<file path="src/rtl/uart_tx.sv">
// UART transmitter: start bit, 8 data bits LSB first, optional parity, stop bit(s).
// Optional parity bit is enabled by defining UART_TX_PARITY_EN.
module uart_tx #(
    parameter int unsigned clks_per_bit = 217,
    parameter int unsigned stop_bits    = 1,
    parameter bit          parity_odd   = 1'b0
) (
    input  logic       i_clock,
    input  logic       i_reset,
    input  logic       i_tx_dv,
    input  logic [7:0] i_tx_byte,
    output logic       o_tx_ready,
    output logic       o_tx_serial,
    output logic       o_tx_active,
    output logic       o_tx_done
);

    localparam int unsigned CntW = $clog2(clks_per_bit);
    localparam logic [CntW-1:0] CntMax = CntW'(clks_per_bit - 1);

    typedef enum logic [2:0] {StIdle, StStart, StData, StParity, StStop} state_e;

    state_e          state_q, state_d;
    logic [7:0]      hold_q;
    logic            hold_full_q;
    logic [7:0]      shift_q;
    logic [CntW-1:0] cnt_q;
    logic [2:0]      idx_q;
    logic            stop_q;
    logic            done_q;

    logic bit_end, stop_last, frame_end, load, accept, parity_bit;

    assign bit_end   = (cnt_q == CntMax);
    assign stop_last = (stop_bits == 32'd1) || stop_q;
    assign frame_end = (state_q == StStop) && bit_end && stop_last;
    // The holding register can only be full here if it was filled on an earlier edge,
    // so accept and load are mutually exclusive.
    assign load      = hold_full_q && ((state_q == StIdle) || frame_end);
    assign accept    = i_tx_dv && !hold_full_q;

`ifdef UART_TX_PARITY_EN
    assign parity_bit = (^shift_q) ^ parity_odd;
`else
    assign parity_bit = 1'b1;
    logic unused_parity_odd;
    assign unused_parity_odd = parity_odd;
`endif

    always_ff @(posedge i_clock) begin
        if (i_reset) begin
            state_q <= StIdle;
        end else begin
            state_q <= state_d;
        end
    end

    always_comb begin
        state_d = state_q;
        unique case (state_q)
            StIdle:   if (load) state_d = StStart;
            StStart:  if (bit_end) state_d = StData;
            StData: begin
                if (bit_end && (idx_q == 3'd7)) begin
`ifdef UART_TX_PARITY_EN
                    state_d = StParity;
`else
                    state_d = StStop;
`endif
                end
            end
            StParity: if (bit_end) state_d = StStop;
            StStop:   if (frame_end) state_d = load ? StStart : StIdle;
            default:  state_d = StIdle;
        endcase
    end

    always_ff @(posedge i_clock) begin
        if (i_reset) begin
            hold_q      <= '0;
            hold_full_q <= 1'b0;
            shift_q     <= '0;
            cnt_q       <= '0;
            idx_q       <= '0;
            stop_q      <= 1'b0;
            done_q      <= 1'b0;
        end else begin
            done_q <= frame_end;
            if (accept) begin
                hold_q      <= i_tx_byte;
                hold_full_q <= 1'b1;
            end else if (load) begin
                hold_full_q <= 1'b0;
            end
            if (load) shift_q <= hold_q;
            if ((state_q == StIdle) || bit_end) begin
                cnt_q <= '0;
            end else begin
                cnt_q <= cnt_q + CntW'(1);
            end
            if ((state_q == StData) && bit_end) idx_q <= idx_q + 3'd1;
            if ((state_q == StStop) && bit_end) stop_q <= !stop_last;
        end
    end

    always_comb begin
        o_tx_ready  = !hold_full_q;
        o_tx_done   = done_q;
        o_tx_active = (state_q != StIdle);
        o_tx_serial = 1'b1;
        unique case (state_q)
            StStart:  o_tx_serial = 1'b0;
            StData:   o_tx_serial = shift_q[idx_q];
            StParity: o_tx_serial = parity_bit;
            default:  o_tx_serial = 1'b1;
        endcase
    end

endmodule

</file>
<file path="config.mk">
export PLATFORM = sky130hd
export DESIGN_NAME = uart_tx
export DESIGN_NICKNAME = d
export VERILOG_FILES = /design/src/rtl/uart_tx.sv
export SDC_FILE = /design/constraint.sdc
export NUM_CORES = 1
export LEC_CHECK = 0
export CAP_MARGIN = 20
export CELL_PAD_IN_SITES_DETAIL_PLACEMENT = 0
export CELL_PAD_IN_SITES_GLOBAL_PLACEMENT = 1
export CORE_UTILIZATION = 30
export CTS_CLUSTER_SIZE = 25
export DETAILED_ROUTE_END_ITERATION = 12
export GPL_TIMING_DRIVEN = 0
export HOLD_SLACK_MARGIN = 0.06
export PLACE_DENSITY_LB_ADDON = 0.1
export SETUP_SLACK_MARGIN = 0.02
export SLEW_MARGIN = 10
export SYNTH_ARGS = -nofsm -noshare
export SYNTH_HDL_FRONTEND = slang
export SYNTH_SLANG_ARGS = --single-unit
</file>
<file path="constraint.sdc">
create_clock -name i_clock -period 3.6 [get_ports i_clock]
set_input_delay 0.72 -clock i_clock [delete_from_list [all_inputs] [get_ports i_clock]]
set_output_delay 0.72 -clock i_clock [all_outputs]
set_load 0.01 [all_outputs]
</file>
==> results.py <==
metrics = {
    "power": {
        "peakVddDrop_mv": 0.199,
        "power_mw": 0.698,
        "leakage_nw": 0.644,
        "powerDensity_nw_per_um2": 412,
    },
    "clocking": {
        "cts_made_buffers": 5,
        "ctsResizeCount": 0,
        "clkLatencyLatePin_ns": 0.28,
        "clock-sinks": 32,
        "cts_tree": "done",
        "clockBufferDepth": 2,
        "postCtsHoldBufs": 0,
        "clk_pin_slew_ns": 0.07,
        "cts_htree_levels": 2,
        "root_buffer": "clkbuf_8",
        "cts_setup_buffers": 0,
    },
    "global_route": {
        "antenna_found_initial": 0,
        "grt_max_degree": 11,
        "grt_pass1_vias": 986,
        "track_usage_pct": 12.4,
        "grt_overflow": 0,
        "grt_first_pass_wirelength_mm": 4.63,
    },
    "yosys": {
        "synth_edf_count": 0,
        "ys_async_sr_fraction_pct": 0,
        "yosys.area_share.adder_pct": 3.55,
        "netlist_instances": 142,
        "mappedNetlistArea_sq_um": 1410,
        "avgSynthCellArea_sq_um": 9.93,
        "ys_ff_latch": 32,
        "synth_compound_area_share_pct": 3.19,
        "yosysSeqAreaShare_pct": 45.4,
        "synthSimpleGateAreaFrac_pct": 22.9,
        "synth_xor_area_share_pct": 4.35,
        "synth.mux.area_fraction_pct": 17.5,
        "synth_ff_type": "dfxtp_1",
        "syn_nets": 157,
        "yosys_warnings": 0,
        "synth_top_area_share_pct": 45.4,
        "netlist-cell-type-count": 31,
        "synth_top_area_cell": "dfxtp_1",
        "ys_top_cells_by_area": "dfxtp_1 45%, mux2i_1 13%, nand2b_1 7.1%",
        "synth_top_family_by_area": "simple AND/OR/NAND/NOR gates",
    },
    "sta": {
        "worstMarginPinSlew_ns": 0.456,
        "period_needed_ns": 2.71,
        "clock_skew_ns": 0.00944,
        "fin_setup_tns_ns": 0,
        "final.setup.worst_slack_ns": 0.892,
        "setup_violations": 0,
        "period_share_pct": 75.2,
        "fmax_mhz": 369,
        "drv_slew": 0,
        "slew_headroom_pct": 69.6,
        "hold_viol": 0,
        "rsz0062_at_grt": "no",
    },
    "critical_path": {
        "path_cells": "mux4_2, mux2i_1, a31oi_1, clkdlybuf4s50_1",
        "crit_type": "reg -> out",
        "cp_slowest_cell": "mux4_2",
        "worst-r2r-setup-slack_ns": 1.87,
        "path_buf_inv": 1,
        "cp.required_ns": 2.88,
        "startpoint_type": "register",
        "path_max_fanout": 4,
        "timing.rr.start": "idx_q[1]$_SDFFE_PP0P_",
        "end_kind": "primary output",
        "r2r_end": "state_q[2]$_SDFFE_PP0P_",
        "path_delay_family": "multiplexers",
        "arrival_ns": 1.99,
        "slowest_delay_ns": 0.52,
        "rr_worst_depth": 6,
    },
    "layout": {
        "drive_gt1_share_pct": 11.0,
        "final_nets": 178,
        "area_growth_pct": 20.1,
        "diodes": 0,
    },
    "routing": {
        "drc": 2,
        "avgRoutedWirePerCell_um": 12.5,
        "vias": 993,
        "viasPerCell": 4.62,
        "first_pass_iters": 9,
        "final_antenna_net_count": 0,
        "drtIter0Drc": 34,
        "drt-total-wl_mm": 2.70,
    },
    "run_status": {
        "status": "finished with violations",
        "violations": "DRC",
    },
    "floorplanning": {
        "io_pins": 15,
        "die-area_sq_um": 4980,
        "coreArea_sq_um": 4440,
        "die-width_um": 70.6,
        "die_y_um": 70.6,
        "initial_utilization_pct": 31.7,
        "placementRows": 24,
    },
    "min_path": {
        "holdPathStages": 1,
        "holdCritPathClass": "reg -> reg",
        "hold-path-endpoint": "cnt_q[0]$_SDFF_PP0_",
        "hold_start": "cnt_q[0]$_SDFF_PP0_",
    },
    "placed_design": {
        "io_buffers": 14,
        "dp_hpwl_mm": 1.95,
        "place_ws_ns": 1.18,
        "gp_congestion": 0.652,
    },
    "flow_run": {
        "drv_cap": 0,
    },
}
per-layer routing:
| metal | global-route usage [%] | vias up | part of all wire (%) |
|---|---|---|---|
| met4 | 6.00 | 0 | 2.0 |
| met2 | 19.2 | 17 | 44 |
| met3 | 4.42 | 7 | 4.0 |
| met1 | 15.5 | 448 | 50 |
| li1 | - | 521 | - |
| met5 | 0 | - | 0 |
synth_stat cells (all sizes together), types with 4 or more instances:
master   n
nand3    5
a21oi    4
xor2     4
and3     4
inv      4
nand2    5
mux2i   19
nor2    22
nand2b  16
ha       4
clkbuf   4
dfxtp   32
kinds of logic (layout without fill, tap and decap cells):
kind of cell | Yosys count | in the layout
buf+inv | 10 | 31
fa+ha+maj | 4 | 4
flops | 32 | 32
mux | 22 | 22
simple gates | 60 | 60
compound gates | 7 | 7
xor+xnor | 7 | 7
where the power goes:
part / internal, mW / switching [mW] / total [mW]
Combinational: 0.0393 / 0.0309 / 0.0701
Clock: 0.131 / 0.123 / 0.254
Sequential: 0.366 / 0.00780 / 0.373
Total: 0.536 / 0.162 / 0.698
cells in the final DEF, fill, tap and decap left out, drive strengths merged:
| master | count |
|---|---|
| a21oi | 4 |
| a31oi | 1 |
| and3 | 4 |
| and4bb | 1 |
| buf | 2 |
| clkbuf | 10 |
| clkdlybuf4s50 | 14 |
| clkinv | 1 |
| dfxtp | 32 |
| ha | 4 |
| inv | 4 |
| mux2 | 1 |
| mux2i | 19 |
| mux4 | 2 |
| nand2 | 5 |
| nand2b | 16 |
| nand3 | 5 |
| nand4 | 1 |
| nor2 | 22 |
| nor2b | 1 |
| nor3 | 1 |
| nor3b | 1 |
| nor4b | 1 |
| o21ba | 1 |
| o311ai | 1 |
| or3b | 1 |
| or4b | 1 |
| xnor2 | 3 |
| xor2 | 4 |
registers in the layout (all words and copies together), names as in the netlist:
name	count
o_tx_done	1
hold_full_q	1
hold_q	8
idx_q	3
shift_q	8
cnt_q	8
state_q	3
worst max-delay path by stage:
stage                               start          end  depth (start not counted)
floorplan           idx_q[1]$_SDFFE_PP0P_  o_tx_serial                          3
global placement    idx_q[1]$_SDFFE_PP0P_  o_tx_serial                          4
detailed placement  idx_q[1]$_SDFFE_PP0P_  o_tx_serial                          4
CTS                 idx_q[1]$_SDFFE_PP0P_  o_tx_serial                          4
global route        idx_q[1]$_SDFFE_PP0P_  o_tx_serial                          4
finish              idx_q[1]$_SDFFE_PP0P_  o_tx_serial                          4
stage by stage:
step                      area (sq um)  util, %  instances  hold slack [ns]
after floorplan                   1410        -        142            0.426
after global placement            1620     36.3        208            0.436
after detailed placement          1620     36.3        208            0.449
after CTS                         1690     38.1        215            0.464
after global routing              1690     38.1        215            0.488
final                             1690     38.1        215            0.460
cell type report:
type	count	area (sq um)
clock inverters	1	5.00
multi-input cells	100	726
inverters	4	15.0
flip-flops and latches	32	641
repair buffers	14	140
plain buffers	6	28.8
clock buffers	6	72.6
fillers	458	2750
well taps	52	65.1
worst reg2reg max path, cell delays in order, from the launching register on:
cell and delay (ns):
dfxtp_1 0.36, ha_1 0.20, ha_1 0.17, mux2_2 0.26, o311ai_0 0.39, or3b_1 0.18, a21oi_1 0.05
Note: power is estimated with default switching activity, not from simulation.
